===== config.mk =====
export PLATFORM = sky130hd
export DESIGN_NAME = serial_sub
export DESIGN_NICKNAME = d
export VERILOG_FILES = /design/src/rtl/serial_sub.sv
export SDC_FILE = /design/constraint.sdc
export NUM_CORES = 1
export LEC_CHECK = 0
export CORE_MARGIN = 2
export CORE_UTILIZATION = 45
export DETAILED_ROUTE_END_ITERATION = 8
export GPL_ROUTABILITY_DRIVEN = 0
export MAX_ROUTING_LAYER = met4
export PLACE_DENSITY_LB_ADDON = 0.2
export SLEW_MARGIN = 20
export SYNTH_ARGS = -nofsm -noshare
export SYNTH_HDL_FRONTEND = slang
export SYNTH_SLANG_ARGS = --single-unit

===== constraint.sdc =====
create_clock -name clk -period 3.73 [get_ports clk]
set_clock_uncertainty 0.15 [all_clocks]
set_input_delay 0.373 -clock clk [delete_from_list [all_inputs] [get_ports clk]]
set_output_delay 0.373 -clock clk [all_outputs]
set_load 0.05 [all_outputs]

===== src/rtl/serial_sub.sv =====
// serial_sub: bit-serial a-b-bin, LSB first, one bit per clock (start/a_in/b_in/bin in; busy/done/diff/bout out)
module serial_sub #(
  parameter int WIDTH = 8
) (
  input  logic             clk,
  input  logic             rst_n,
  input  logic             start,
  input  logic [WIDTH-1:0] a_in,
  input  logic [WIDTH-1:0] b_in,
  input  logic             bin,
  output logic             busy,
  output logic             done,
  output logic [WIDTH-1:0] diff,
  output logic             bout
);
  localparam int CW = $clog2(WIDTH);
  typedef enum logic [1:0] {IDLE, SHIFT, DONE} state_t;
  state_t           state;
  logic [WIDTH-1:0] a_sh, b_sh, d_sh, d_nx;
  logic [CW-1:0]    cnt;
  logic             br, d, br_nx;
  always_comb begin
    d     = a_sh[0] ^ b_sh[0] ^ br;
    br_nx = (~a_sh[0] & b_sh[0]) | (~(a_sh[0] ^ b_sh[0]) & br);
    d_nx  = (d_sh >> 1) | {d, {(WIDTH-1){1'b0}}};
  end
  assign busy = state == SHIFT;
  assign done = state == DONE;
  always_ff @(posedge clk or negedge rst_n) begin
    if (!rst_n) begin
      state <= IDLE;
      a_sh  <= '0;
      b_sh  <= '0;
      d_sh  <= '0;
      br    <= 1'b0;
      cnt   <= '0;
      diff  <= '0;
      bout  <= 1'b0;
    end else if (state == IDLE) begin
      if (start) begin
        a_sh  <= a_in;
        b_sh  <= b_in;
        br    <= bin;
        cnt   <= '0;
        state <= SHIFT;
      end
    end else if (state == SHIFT) begin
      a_sh <= a_sh >> 1;
      b_sh <= b_sh >> 1;
      d_sh <= d_nx;
      br   <= br_nx;
      cnt  <= cnt + CW'(1);
      if (cnt == CW'(WIDTH-1)) begin
        diff  <= d_nx;
        bout  <= br_nx;
        state <= DONE;
      end
    end else begin
      state <= IDLE;
    end
  end
endmodule


==> metrics.csv, run 1 <==
metric,value,unit
dpl.cell_count,206,
min_period,2700,ps
portBuffers,30,
syn_inst,137,
crit_buf_inv,2,
wl,3.14,mm
grt_antenna_before_repair,0,
vias,1205,
yosys-top-cells-count,"dfrtp_1, o22ai_1, mux2_2",
crit_start,state[1]$_DFFE_PN0P_,
route.top_layer_used,met4,
final_util,59.5,%
wl_met2,1.50,mm
ioPinCount,31,
firstDrtPassIters,4,
ys_warn_count,0,
cts_tree,yes,
dp_slack,1420,ps
fmax,371,MHz
ys_top_cells_by_area,"dfrtp_1, mux2_2, o22ai_1",
relSlewSlack,60.6,%
required,3210,ps
outcome,completed,
grt_max_degree,39,
reg2reg_from,cnt[0]$_DFFE_PN0P_,
syn_avg_cell_area,11.9,um2
setup_viol,0,
die_area,4110,um2
coreArea,3420,um2
nNetsFinal,190,
critical_path_arrival,2170,ps
yosysUniqueCellTypes,24,
finalHoldViolCount,0,
holdWs,312,ps
globalRouteTotalUtil,17.4,%
peakVddDrop,0.000342,V
r2r_slack,1860,ps
ant_nets,0,
cts_buffers,5,
grt_pass1_wl,5.27,mm
cts_resized,0,
die_w,64.1,um
post-cts-setup-buffer-count,0,
max_stage_delay,820,ps
htreeDepth,2,
worst_pin_slew,590,ps
diodes,0,
synth_edf_count,0,
cts.sink_count,38,
place_hpwl,2.15,mm
synth-main-ff-cell,dfrtp_1,
yosysSeqAreaShare,58.4,%
grt_pass1_vias,1163,
yosysMostFrequentCell,dfrtp_1,
synth_top_area_share,58.4,%
dieHeight,64.1,um
endpoint_kind,output port,
hp-class,input pin to async pin,
cp_top_family,buffers and inverters,
async_flop_share,100,%
cap_viol_max_count,0,
fin_crit_sh,72.3,%
r2r_end,diff[1]$_DFFE_PN0P_,
fin_cells,214,
drc,0,
rows,21,
yosys.area.top_type,dfrtp_1,
grt.overflow.total,0,
vias_per_cell,5.63,
wl_per_cell,14.7,um
critical_path_peak_fanout,15,
slew_violations,0,
multi_input_area,609,um2
path_clk_slew,110,ps
drt_iter0_drc,30,
ctsHoldBuffers,0,
ff2ff_path_depth,4,
root_buffer,clkbuf_4,
fin_setup_tns,0,ps
crit_path_start_kind,flop,
p_leak,0.854,nW
fill_cells,310,
p_per_area,896,nW/um2
timing_worst_setup_path_type,flop to output port,
worst_slack,1030,ps
cpMaxStageDelayCell,clkdlybuf4s50_1,
ys_seq_elements,38,
areaGrowthSynthToFinish,24.9,%
drive_gt1_share,16.1,%
met1Wirelength,1.42,mm
crit_chain,"inv_1, nor2_1, clkdlybuf4s50_1",
synth_area,1630,um2
clockBufferDepth,2,
initial_utilization,47.7,%
regArea,951,um2
rsz0062_at_grt,false,
syn_nets,160,
dr_wl_met3,170,um
clk_latency,330,ps
[placed cells by master, fill, tap and decap left out, types with 2 or more instances in the layout]
cell,n
buf_4,2
a21oi_1,12
ha_1,2
nand2b_1,4
mux2_2,15
o21ai_0,7
inv_1,6
a2bb2oi_1,2
o22ai_1,24
dfrtp_1,38
clkbuf_4,5
clkinv_2,2
nand2_1,4
nor2_1,3
a22o_1,2
clkdlybuf4s50_1,30
[cell families (layout without fill, tap and decap cells)]
family                     Yosys count  count (layout)  synth area share, %
AOI/OAI and AO/OA                   50              50                 18.9
buffers and inverters               15              46                 4.15
muxes                               15              15                 10.4
DFF                                 38              38                 58.4
and+or+nand+nor                     16              16                 5.38
adders and majority gates            3               3                 2.77
[flip-flops by register name, indices dropped and copies added, names as in the netlist]
signal and flops:
state 2, b_sh 8, a_sh 8, d_sh 7, br 1, diff 8, bout 1, cnt 3
[stage by stage]
step | power [W] | instance area (um2)
2_1_floorplan | 0.00132 | 1630
3_3_place_gp | 0.00154 | 1960
3_5_place_dp | 0.00157 | 1960
4_1_cts | 0.00184 | 2030
5_1_grt | 0.00195 | 2030
6_report | 0.00182 | 2030
[layer usage]
layer,up-vias,GRT usage (%)
met3,6,5.28
met4,0,5.59
li1,569,-
met1,590,20.6
met5,-,-
met2,40,28.5
[worst max-delay path by stage]
stage	end	slack, ps	depth (start not counted)
after floorplan	done	1810	4
after global placement	done	1450	3
after detailed placement	done	1420	3
after CTS	done	1010	3
after global routing	done	860	3
final	done	1030	3
[where the power goes]
part	internal [W]	total (W)	switching (W)	leakage (nW)
Sequential	0.000610	0.000745	0.000136	0.443
Combinational	0.000361	0.000808	0.000447	0.366
Clock	0.000139	0.000267	0.000128	0.0450
[layout make-up]
type	count	share of cell area [%]
sequential	38	46.8
multi-input combinational	84	30.0
timing repair buffer	32	15.5
tap	46	2.83
clock inverter	3	1.97
clock buffer	5	1.85
inverter	6	1.11
Power figures use the tool's default switching activity.
==> run 2: changes to the inputs <==
==> constraint.sdc (replaced) <==
create_clock -name clk -period 2.4 [get_ports clk]
set_clock_uncertainty 0.15 [all_clocks]
set_input_delay 0.24 -clock clk [delete_from_list [all_inputs] [get_ports clk]]
set_output_delay 0.24 -clock clk [all_outputs]
set_load 0.05 [all_outputs]
==> run 2 against run 1 <==
Global-route usage grew 1.3 points. Design area grew 0.92%. Hold slack lost 140 ps. Sequential share of layout area shrank 0.43 points. Clock-buffer cell count grew 1. Final cell count is the same. Clock power grew 64%. Critical path depth is the same. Setup slack lost 690 ps. Via count shrank 1.0%. Critical endpoint is now busy. Largest cell class unchanged. Highest routed layer unchanged.
==> metrics.csv, run 2 (synthesis gave the netlist of run 1 again) <==
metric,value,unit
ant_nets,0,
p_comb_share,44.4,%
fin_setup_tns,0,ps
rows,21,
grt_max_degree,39,
crit_start,state[1]$_DFFE_PN0P_,
root_buffer,clkbuf_4,
p_leak,0.866,nW
multi_input_area,609,um2
portBuffers,30,
grt.overflow.total,0,
power_frac_clock,15.2,%
cts_tree,yes,
clk_latency,330,ps
drc,0,
internal_power,0.00177,W
final_cell_mix,"dfrtp_1, clkdlybuf4s50_1, o22ai_1",
nNetsFinal,191,
p_sw_share,38.4,%
path_clk_slew,110,ps
ctsHoldBuffers,0,
wl,3.19,mm
required,2010,ps
place_hpwl,2.20,mm
cap_viol_max_count,0,
setup_viol,0,
outcome,completed,
vias_per_cell,5.57,
finalHoldViolCount,0,
grt_pass1_wl,5.73,mm
cts_resized,0,
relSlewSlack,66.3,%
grt_antenna_before_repair,0,
p_per_area,1400,nW/um2
globalRouteTotalUtil,18.6,%
reg2reg_from,cnt[0]$_DFFE_PN0P_,
power_frac_seq,40.3,%
hp-class,input pin to async pin,
regArea,951,um2
rsz0062_at_grt,false,
die_area,4110,um2
p_switching,0.00110,W
final_area,2050,um2
firstDrtPassIters,4,
diodes,0,
vias,1193,
reg_top3,"a_sh: 8 flops, b_sh: 8 flops, diff: 8 flops",
placed_area,1970,um2
fmax,486,MHz
layout_commonest_cell,dfrtp_1,
dieHeight,64.1,um
drt_iter0_drc,66,
coreArea,3420,um2
cts.sink_count,38,
cts_buffers,5,
initial_utilization,47.7,%
grt_pass1_vias,1190,
drive_gt1_share,17.3,%
die_w,64.1,um
wl_per_cell,14.9,um
ioPinCount,31,
min_period,2060,ps
worst_pin_slew,504,ps
htreeDepth,2,
clockBufferDepth,2,
critical_path_arrival,1670,ps
endpoint_kind,output port,
timing_worst_setup_path_type,flop to output port,
crit_path_start_kind,flop,
peakVddDrop,0.000514,V
critical_path_peak_fanout,12,
fill_cells,288,
slew_violations,0,
fin_crit_sh,85.8,%
post-cts-setup-buffer-count,0,
areaGrowthSynthToFinish,26.1,%
## run 2: changes by cell type in the layout (fill, tap and decap cells not counted), sizes merged
cell	before	now
clkinv	2	0
clkbuf	5	6
clkdlybuf4s50	30	28
buf	2	5
## run 2: layer usage
layer / wire length, um / GRT usage, % / vias up
met2: 1660 / 29.4 / 34
met3: 151 / 4.23 / 2
met5: 0 / - / -
li1: - / - / 571
met1: 1360 / 23.9 / 586
met4: 19 / 6.38 / 0
## run 2: power groups by stage
stage               Sequential [W]  Clock (W)  Combinational (W)
CTS                        0.00116   0.000445            0.00129
global placement           0.00116          0            0.00125
detailed placement         0.00118          0            0.00128
finish                     0.00116   0.000437            0.00128
floorplan                  0.00137          0           0.000692
global route               0.00121   0.000494            0.00139
## run 2: final timing paths
path                       slack, ps                  end  depth (start not counted)
max                              340                 busy                          3
min                              170  diff[6]$_DFFE_PN0P_                          2
max reg2reg                      560  diff[1]$_DFFE_PN0P_                          4
min reg2reg                      360     bout$_DFFE_PN0P_                          2
max in group asynchronous       1590  a_sh[2]$_DFFE_PN0P_                          2
min in group clk                 310  b_sh[7]$_DFFE_PN0P_                          3
## run 2: metrics by stage
| stage | total power (W) | hold WS [ps] | instances | utilization [%] | setup slack [ps] |
|---|---|---|---|---|---|
| floorplan | 0.00206 | -206 | 137 | - | 609 |
| global placement | 0.00241 | 327 | 207 | 57.7 | 597 |
| detailed placement | 0.00246 | 341 | 207 | 57.7 | 522 |
| CTS | 0.00290 | 187 | 214 | 60.1 | 319 |
| global route | 0.00309 | 207 | 214 | 60.1 | 160 |
| finish | 0.00287 | 170 | 214 | 60.1 | 342 |
## run 2: area by class of cell
type                       count  share of cell area, %
sequential                    38                   46.3
inverter                       6                   1.10
timing repair buffer          33                   16.1
clock inverter                 1                   1.46
multi-input combinational     84                   29.7
clock buffer                   6                   2.50
tap                           46                   2.80
## run 2: worst max-delay path: stages (launching register included)
cell and delay [ps]:
dfrtp_1 540, nand2b_1 380, inv_1 210, buf_12 200
==> run 3: changes to the inputs <==
--- a/config.mk
+++ b/config.mk
@@ -11,6 +11,7 @@
 export GPL_ROUTABILITY_DRIVEN = 0
 export MAX_ROUTING_LAYER = met4
 export PLACE_DENSITY_LB_ADDON = 0.2
+export SKIP_CTS_REPAIR_TIMING = 1
 export SLEW_MARGIN = 20
 export SYNTH_ARGS = -nofsm -noshare
 export SYNTH_HDL_FRONTEND = slang
==> results of run 3 <==
The final DEF is identical to that of run 2; final timing and power are the same.
